`src/rtl/if_fetch_stage_pkg.sv`:
```
// -----------------------------------------------------------------------------
// if_fetch_stage_pkg
// Shared settings for the instruction-fetch stage: datapath width, prefetch
// FIFO depth, reset PC, the instruction presented when nothing is valid, and
// the credit check that decides whether another fetch may be issued.
// -----------------------------------------------------------------------------
package if_fetch_stage_pkg;

  localparam int WORD_WIDTH       = 32;
  localparam int FETCH_FIFO_DEPTH = 4;

  localparam logic [WORD_WIDTH-1:0] RESET_PC  = 32'h0000_0000;
  localparam logic [WORD_WIDTH-1:0] INSTR_NOP = 32'h0000_0000;

  // A new request may go out only if every slot it could eventually need is
  // free: entries already buffered plus responses still owed, minus the entry
  // leaving this cycle, must stay below the FIFO depth.
  function automatic logic fetch_credit_ok(
    input int unsigned count,
    input int unsigned outstanding,
    input int unsigned deq,
    input int unsigned depth
  );
    return ((count + outstanding - deq) < depth);
  endfunction

endpackage

```
`src/rtl/if_fetch_stage_fetch_fifo.sv`:
```
// -----------------------------------------------------------------------------
// if_fetch_stage_fetch_fifo
// Synchronous FIFO whose head entry is held in a register, so head_valid /
// head_data are flop outputs that can drive the IF/ID boundary directly.
//
// Ports:
//   clk, rst          clock, synchronous active-low reset
//   push, push_data   write one entry (ignored when full and not popping)
//   pop               remove the head entry
//   flush             drop every entry (wins over push/pop)
//   hold              keep head_valid/head_data unchanged this cycle
//   count, full, empty occupancy status
//   head_valid        head register holds a real entry
//   head_data         head entry, all zeros when head_valid = 0
// -----------------------------------------------------------------------------
module if_fetch_stage_fetch_fifo #(
  parameter int WIDTH = 64,
  parameter int DEPTH = 4
) (
  input  logic                   clk,
  input  logic                   rst,
  input  logic                   push,
  input  logic [WIDTH-1:0]       push_data,
  input  logic                   pop,
  input  logic                   flush,
  input  logic                   hold,
  output logic [$clog2(DEPTH):0] count,
  output logic                   full,
  output logic                   empty,
  output logic                   head_valid,
  output logic [WIDTH-1:0]       head_data
);

  localparam int PW = $clog2(DEPTH);
  localparam int CW = PW + 1;

  logic [WIDTH-1:0] mem_r [DEPTH];
  logic [PW-1:0]    rd_ptr_r;
  logic [PW-1:0]    wr_ptr_r;
  logic [CW-1:0]    count_r;
  logic             head_valid_r;
  logic [WIDTH-1:0] head_data_r;

  logic             full_s;
  logic             do_pop_s;
  logic             do_push_s;
  logic [PW-1:0]    rd_next_s;
  logic [CW-1:0]    count_next_s;
  logic [CW-1:0]    remain_s;
  logic             head_valid_next_s;
  logic [WIDTH-1:0] head_data_next_s;

  // Next-state pointers, occupancy and head-register contents.
  always_comb begin
    full_s       = (count_r == CW'(DEPTH));
    do_pop_s     = pop & (count_r != CW'(0));
    do_push_s    = push & (~full_s | do_pop_s);
    rd_next_s    = rd_ptr_r + PW'(do_pop_s);
    count_next_s = count_r + CW'(do_push_s) - CW'(do_pop_s);
    // Entries that were already stored and survive this cycle's pop.
    remain_s     = count_r - CW'(do_pop_s);
    if (remain_s == CW'(0)) begin
      if (do_push_s) begin
        head_valid_next_s = 1'b1;
        head_data_next_s  = push_data;
      end else begin
        head_valid_next_s = 1'b0;
        head_data_next_s  = {WIDTH{1'b0}};
      end
    end else begin
      head_valid_next_s = 1'b1;
      head_data_next_s  = mem_r[rd_next_s];
    end
  end

  // Storage, pointers and the registered head.
  always_ff @(posedge clk) begin
    if (!rst) begin
      for (int i = 0; i < DEPTH; i++) begin
        mem_r[i] <= {WIDTH{1'b0}};
      end
      rd_ptr_r     <= {PW{1'b0}};
      wr_ptr_r     <= {PW{1'b0}};
      count_r      <= {CW{1'b0}};
      head_valid_r <= 1'b0;
      head_data_r  <= {WIDTH{1'b0}};
    end else if (flush) begin
      rd_ptr_r     <= {PW{1'b0}};
      wr_ptr_r     <= {PW{1'b0}};
      count_r      <= {CW{1'b0}};
      head_valid_r <= 1'b0;
      head_data_r  <= {WIDTH{1'b0}};
    end else begin
      if (do_push_s) begin
        mem_r[wr_ptr_r] <= push_data;
        wr_ptr_r        <= wr_ptr_r + PW'(1);
      end
      rd_ptr_r <= rd_next_s;
      count_r  <= count_next_s;
      // While held, the head may lag the storage; it catches up on release
      // because the next value is always rebuilt from mem_r[rd_ptr].
      if (!hold) begin
        head_valid_r <= head_valid_next_s;
        head_data_r  <= head_data_next_s;
      end
    end
  end

  assign count      = count_r;
  assign full       = full_s;
  assign empty      = (count_r == CW'(0));
  assign head_valid = head_valid_r;
  assign head_data  = head_data_r;

endmodule

```
`src/rtl/if_fetch_stage.sv`:
```
// -----------------------------------------------------------------------------
// if_fetch_stage
// Instruction-fetch stage: owns the architectural fetch PC, issues in-order
// word fetches over a req/ready channel, buffers returned words in a prefetch
// FIFO and presents {pc, instruction, valid} to the IF/ID register. Handles
// branch redirect (flush + discard of in-flight responses) and hazard freeze.
//
// Ports:
//   clk             clock
//   rst             synchronous reset, active low
//   freeze          hazard stall; holds the presented entry
//   branch_taken    redirect request from EX
//   branch_address  redirect target
//   imem_req        fetch request valid
//   imem_addr       fetch address (word aligned)
//   imem_ready      memory accepts the request this cycle
//   imem_rvalid     response valid (in order, >= 1 cycle after acceptance)
//   imem_rdata      instruction word
//   out_valid       pc/instruction hold a real instruction
//   pc              fetch address + 4 of the presented instruction
//   instruction     presented instruction, zero when out_valid = 0
// -----------------------------------------------------------------------------
module if_fetch_stage #(
  parameter int                    WORD_WIDTH = if_fetch_stage_pkg::WORD_WIDTH,
  parameter int                    FIFO_DEPTH = if_fetch_stage_pkg::FETCH_FIFO_DEPTH,
  parameter logic [WORD_WIDTH-1:0] RESET_PC   = WORD_WIDTH'(if_fetch_stage_pkg::RESET_PC)
) (
  input  logic                  clk,
  input  logic                  rst,
  input  logic                  freeze,
  input  logic                  branch_taken,
  input  logic [WORD_WIDTH-1:0] branch_address,
  output logic                  imem_req,
  output logic [WORD_WIDTH-1:0] imem_addr,
  input  logic                  imem_ready,
  input  logic                  imem_rvalid,
  input  logic [WORD_WIDTH-1:0] imem_rdata,
  output logic                  out_valid,
  output logic [WORD_WIDTH-1:0] pc,
  output logic [WORD_WIDTH-1:0] instruction
);

  import if_fetch_stage_pkg::*;

  localparam int CW = $clog2(FIFO_DEPTH) + 1;
  localparam int EW = 2 * WORD_WIDTH;

  // Architectural state.
  logic [WORD_WIDTH-1:0] fetch_pc_r;     // address presented on imem_addr
  logic [WORD_WIDTH-1:0] redirect_pc_r;  // target parked behind a stale request
  logic [WORD_WIDTH-1:0] resp_pc_r;      // address of the next kept response
  logic [CW-1:0]         outstanding_r;
  logic [CW-1:0]         discard_r;
  logic                  stale_r;
  logic                  pending_r;      // request shown last cycle, not taken

  // FIFO interface.
  logic [CW-1:0] count_s;
  logic          fifo_full_s;
  logic          fifo_empty_s;
  logic          head_valid_s;
  logic [EW-1:0] head_data_s;
  logic [EW-1:0] push_data_s;

  // Per-cycle decisions.
  logic          deq_s;
  logic          credit_ok_s;
  logic          req_s;
  logic          accept_s;
  logic          rsp_s;
  logic          discard_busy_s;
  logic          push_s;
  logic          unaccepted_s;
  logic [CW-1:0] outstanding_next_s;
  logic [CW-1:0] discard_next_s;

  // Request credit, response routing and counter next-values.
  always_comb begin
    deq_s          = head_valid_s & ~freeze & ~fifo_empty_s;
    credit_ok_s    = fetch_credit_ok(32'(count_s), 32'(outstanding_r),
                                     32'(deq_s), 32'(FIFO_DEPTH));
    // A request left waiting on ready is re-presented unconditionally so the
    // address/valid pair never changes under the memory.
    req_s          = rst & (pending_r | credit_ok_s);
    accept_s       = req_s & imem_ready;
    unaccepted_s   = req_s & ~imem_ready;
    // A response with nothing owed cannot belong to us; ignore it rather than
    // let the counters wrap.
    rsp_s          = imem_rvalid & (outstanding_r != CW'(0));
    discard_busy_s = (discard_r != CW'(0));
    push_s         = rsp_s & ~branch_taken & ~discard_busy_s & (~fifo_full_s | deq_s);
    outstanding_next_s = outstanding_r + CW'(accept_s) - CW'(rsp_s);
    discard_next_s     = discard_r + CW'(accept_s & stale_r)
                         - CW'(rsp_s & discard_busy_s);
    push_data_s    = {resp_pc_r + WORD_WIDTH'(4), imem_rdata};
  end

  // Fetch PC, redirect bookkeeping and request/response counters.
  always_ff @(posedge clk) begin
    if (!rst) begin
      fetch_pc_r    <= RESET_PC;
      redirect_pc_r <= RESET_PC;
      resp_pc_r     <= RESET_PC;
      outstanding_r <= {CW{1'b0}};
      discard_r     <= {CW{1'b0}};
      stale_r       <= 1'b0;
      pending_r     <= 1'b0;
    end else begin
      outstanding_r <= outstanding_next_s;
      pending_r     <= unaccepted_s;
      if (branch_taken) begin
        // Everything still owed after this edge belongs to the old path.
        discard_r <= outstanding_next_s;
        resp_pc_r <= branch_address;
        if (unaccepted_s) begin
          // The waiting request keeps its address; it is marked so its
          // response is dropped and the target is fetched right after it.
          stale_r       <= 1'b1;
          redirect_pc_r <= branch_address;
        end else begin
          stale_r    <= 1'b0;
          fetch_pc_r <= branch_address;
        end
      end else begin
        discard_r <= discard_next_s;
        if (push_s) begin
          resp_pc_r <= resp_pc_r + WORD_WIDTH'(4);
        end
        if (accept_s) begin
          if (stale_r) begin
            stale_r    <= 1'b0;
            fetch_pc_r <= redirect_pc_r;
          end else begin
            fetch_pc_r <= fetch_pc_r + WORD_WIDTH'(4);
          end
        end
      end
    end
  end

  if_fetch_stage_fetch_fifo #(
    .WIDTH (EW),
    .DEPTH (FIFO_DEPTH)
  ) u_fetch_fifo (
    .clk        (clk),
    .rst        (rst),
    .push       (push_s),
    .push_data  (push_data_s),
    .pop        (deq_s),
    .flush      (branch_taken),
    .hold       (freeze),
    .count      (count_s),
    .full       (fifo_full_s),
    .empty      (fifo_empty_s),
    .head_valid (head_valid_s),
    .head_data  (head_data_s)
  );

  assign imem_req    = req_s;
  assign imem_addr   = fetch_pc_r;
  assign out_valid   = head_valid_s;
  assign pc          = head_data_s[EW-1:WORD_WIDTH];
  assign instruction = head_valid_s ? head_data_s[WORD_WIDTH-1:0]
                                    : WORD_WIDTH'(INSTR_NOP);

endmodule
```
`config.mk`:
```
export PLATFORM = sky130hd
export DESIGN_NAME = if_fetch_stage
export DESIGN_NICKNAME = d
export VERILOG_FILES = /design/src/rtl/if_fetch_stage_pkg.sv /design/src/rtl/if_fetch_stage_fetch_fifo.sv /design/src/rtl/if_fetch_stage.sv
export SDC_FILE = /design/constraint.sdc
export NUM_CORES = 1
export LEC_CHECK = 0
export CORE_AREA = 2 2 185 323
export CTS_BUF_LIST = sky130_fd_sc_hd__clkbuf_4 sky130_fd_sc_hd__clkbuf_8
export CTS_CLUSTER_DIAMETER = 120
export DETAILED_ROUTE_END_ITERATION = 8
export DIE_AREA = 0 0 187 325
export PLACE_DENSITY = 0.62
export SLEW_MARGIN = 20
export SYNTH_ARGS = -nofsm -noshare
export SYNTH_HDL_FRONTEND = slang
export SYNTH_SLANG_ARGS = --single-unit
```
`constraint.sdc`:
```
create_clock -name clk -period 5.64 [get_ports clk]
set_input_delay 0.846 -clock clk [delete_from_list [all_inputs] [get_ports clk]]
set_output_delay 0.846 -clock clk [all_outputs]
set_load 0.05 [all_outputs]
```
==> qor.csv <==
stage,metric,value,unit
worst_setup_path,reg2reg_depth,17,
yosys,async_flop_share,0,%
sta,grt_setup_unrepaired,false,
worst_setup_path,critPathMaxFanout,8,
job,maxCapViolations,0,
drt,wire_per_inst,20.62,um
worst_setup_path,cp_slowest_cell,o41a_1,
yosys,yosys.area_share.simple,15.80,%
worst_setup_path,crit_end,discard_r[2]$_SDFF_PN0_,
layout,final_common_cell,nor2_1,
sta,max_freq,239.9,MHz
drt,wirelength,57670,um
clock_network,cts_buffer_depth,3,
grt,grt_pass1_vias,15470,
drt,viasPerCell,5.348,
worst_setup_path,start_kind,primary input,
drt,antenna_left,0,
yosys,synth_ff_type,edfxtp_1,
worst_setup_path,endpoint_kind,flip-flop,
sta,post-route-period-util,73.90,%
yosys,synth-edff-count,256,
worst_setup_path,worstSetupStartpoint,freeze,
layout,final_nets,2055,
worst_setup_path,r2r_start,u_fetch_fifo.count[1]$_SDFF_PP0_,
yosys,yosys.area.top_type_share,38.17,%
pwr,power_density,330.6,nW/um2
worst_setup_path,critPathRequiredTime,6190,ps
clock_network,cts_buffers,71,
floorplanning,fp.dieH,325,um
clock_network,root_buffer,clkbuf_8,
drt,drtIter0Drc,1088,
floorplanning,die_x,187,um
drt,route.detailed.drc,0,
clock_network,cts_hold_buf,0,
floorplanning,num_rows,117,
yosys,syn_inst,1858,
worst_setup_path,cp.arrival,4710,ps
sta,setup_viol,0,
yosys,synth_top_family_by_area,simple AND/OR/NAND/NOR gates,
grt,antenna_found_initial,1,
sta,final-hold-violation-count,0,
worst_setup_path,path_common_cell,ha_1,
sta,worst_pin_slew,1118,ps
worst_setup_path,critical_path.top_delay_family,adder cells,
layout,final_cell_mix,"nor2_1 (318), edfxtp_1 (256), dfxtp_1 (176)",
placement,hpwl,36650,um
clock_network,clk_pin_slew,60,ps
worst_setup_path,reg2reg_slack,1490,ps
pwr,power.leakage,8.433,nW
clock_network,clock_sinks,432,
yosys,netlist-cell-type-count,68,
worst_setup_path,worstPathCellList,buf_2 > nand2b_1 > a21oi_1 > ha_1 > inv_1 > ha_1 > and3b_1 > o41a_1 > a21oi_2 > nand2_1 > ha_1 > inv_1 > ha_1 > fa_1 > xnor2_1 > xnor2_1 > and2_1 > a2bb2oi_1,
drt,drt_pass1_iterations,5,
sta,finClkSkew,17.83,ps
drt,route.vias.total,14950,
clock_network,clk_latency,620,ps
sta,slew_violations,0,
run_status,outcome,finished clean,
sta,period_needed,4168,ps
yosys,syn-cell-area,20140,um2
yosys,ys_seq_elements,432,
yosys,yosysWarnings,0,
clock_network,cts_tree,yes,
sta,holdWs,475.6,ps
layout,fillers,5684,
worst_setup_path,critPathMaxStageDelay,450,ps
yosys,synth.largest_area_cell,edfxtp_1,
yosys,syn_avg_cell_area,10.84,um2
placement,portBuffers,167,
sta,slew_headroom,25.49,%
layout,postLayoutCoreUtil,40.93,%
floorplanning,core,58120,um2
worst_setup_path,r2r_end,discard_r[2]$_SDFF_PN0_,
clock_network,ctsResizeCount,0,
yosys,synthMuxAreaShare,8.977,%
floorplanning,start_util,34.66,%
grt,grt_start_max_net_pins,72,
yosys,synth_xor_area_share,2.827,%
sta,tns,0,ps
pwr,peakVddDrop,0.1974,mV
yosys,synth_compound_area_share,9.909,%
clock_network,htree_levels,3,
layout,drive_gt1_share,12.51,%
worst_setup_path,critPathKind,primary input to flip-flop,
grt,grt_use_total,18.90,%
clock_network,post_cts_buffers,0,
yosys,synth_fp_nets,1947,
yosys,yosysSeqAreaShare,55.66,%
yosys,synth_fa_ha_area_share,1.292,%
layout,syn2layout_area_growth,18.11,%
hold_path,hold_class,flip-flop to flip-flop,
yosys,synth.area.top_cells,"edfxtp_1 (38%), dfxtp_1 (17%), mux4_2 (7.2%)",
grt,grt-ovfl-total,0,
floorplanning,dieArea,60780,um2
grt,grt_pass1_wl,89390,um
worst_setup_path,critical_path_depth,18,
worst_setup_path,critPathBufInv,3,
placement,place.gp.congestion,0.8829,
floorplanning,ios,168,
-- worst min-delay path, cell delays in order (launching register included) --
cell,delay (ps)
dfxtp_1,300
nor2_1,80
nor3_1,50
-- metal layers --
metal | part of all wire [%] | global-route usage (%)
met2 | 53 | 34.93
met1 | 38 | 21.35
met5 | 0 | 0
met3 | 6.7 | 3.647
met4 | 2.9 | 7.108
-- flip-flops by register name, summed over array words and instances, names as in the netlist --
signal	flops
discard_r	3
imem_addr	32
outstanding_r	3
pending_r	1
redirect_pc_r	32
resp_pc_r	32
stale_r	1
u_fetch_fifo.count	3
u_fetch_fifo.head_data	64
u_fetch_fifo.head_valid	1
u_fetch_fifo.mem_r	256
u_fetch_fifo.rd_ptr_r	2
u_fetch_fifo.wr_ptr_r	2
-- cell type report --
class	instances	area (um2)	share of cell area, %
flip-flops and latches	432	11210	47.13
inverters	76	285.3	1.199
repair buffers	200	1952	8.205
clock inverters	17	138.9	0.5838
well taps	773	967.2	4.066
clock buffers	112	1348	5.665
multi-input cells	1185	7884	33.14
diodes	1	2.502	0.01052
-- cell usage after synthesis, types with 9 or more instances --
master,number
nor2_1,319
edfxtp_1,256
dfxtp_1,176
nand2_1,139
clkbuf_1,99
nor3_1,77
a21oi_1,74
inv_1,72
o21ai_0,70
mux4_2,64
xnor2_1,50
and2_1,43
a221oi_1,37
nand3_1,37
mux2i_1,34
buf_4,32
nand2b_1,21
buf_2,18
o211ai_1,17
ha_1,16
o211a_1,15
xor2_1,15
and3_1,13
nor4_1,13
or3_1,12
buf_1,11
nand4_1,10
a31oi_1,9
and4_1,9
-- through the flow --
stage               power (W)  setup WS (ps)  area, um2  instances
global route         0.008192           1119      23790       2796
global placement     0.005011          901.8      22300       2666
floorplan            0.004614          931.4      20140       1858
CTS                  0.007929           1474      23780       2795
detailed placement   0.005045          848.9      22300       2666
finish               0.007864           1472      23790       2796
-- kinds of logic after synthesis --
logic type | after synthesis
compound gates | 295
xor+xnor | 65
fa+ha+maj | 19
buf+inv | 241
flops | 432
mux | 100
simple gates | 706
-- how the worst min path moves through the flow --
stage                                            start                                 endpoint  slack (ps)  cells after the start
5_1_grt        u_fetch_fifo.head_data[14]$_SDFFE_PP0N_  u_fetch_fifo.head_data[14]$_SDFFE_PP0N_         490                      2
3_5_place_dp    u_fetch_fifo.head_data[2]$_SDFFE_PP0N_   u_fetch_fifo.head_data[2]$_SDFFE_PP0N_         470                      2
6_report       u_fetch_fifo.head_data[16]$_SDFFE_PP0N_  u_fetch_fifo.head_data[16]$_SDFFE_PP0N_         480                      2
2_1_floorplan           redirect_pc_r[29]$_SDFFE_PN0P_           redirect_pc_r[29]$_SDFFE_PN0P_         450                      2
3_3_place_gp            redirect_pc_r[29]$_SDFFE_PN0P_           redirect_pc_r[29]$_SDFFE_PN0P_         470                      2
4_1_cts         u_fetch_fifo.head_data[2]$_SDFFE_PP0N_   u_fetch_fifo.head_data[2]$_SDFFE_PP0N_         480                      2
-- power breakdown --
group          total (W)  internal, W  switching, W
Sequential       0.00371      0.00355      0.000151
Combinational    0.00127     0.000447      0.000826
Clock            0.00289      0.00161       0.00127
Power figures use the tool's default switching activity.
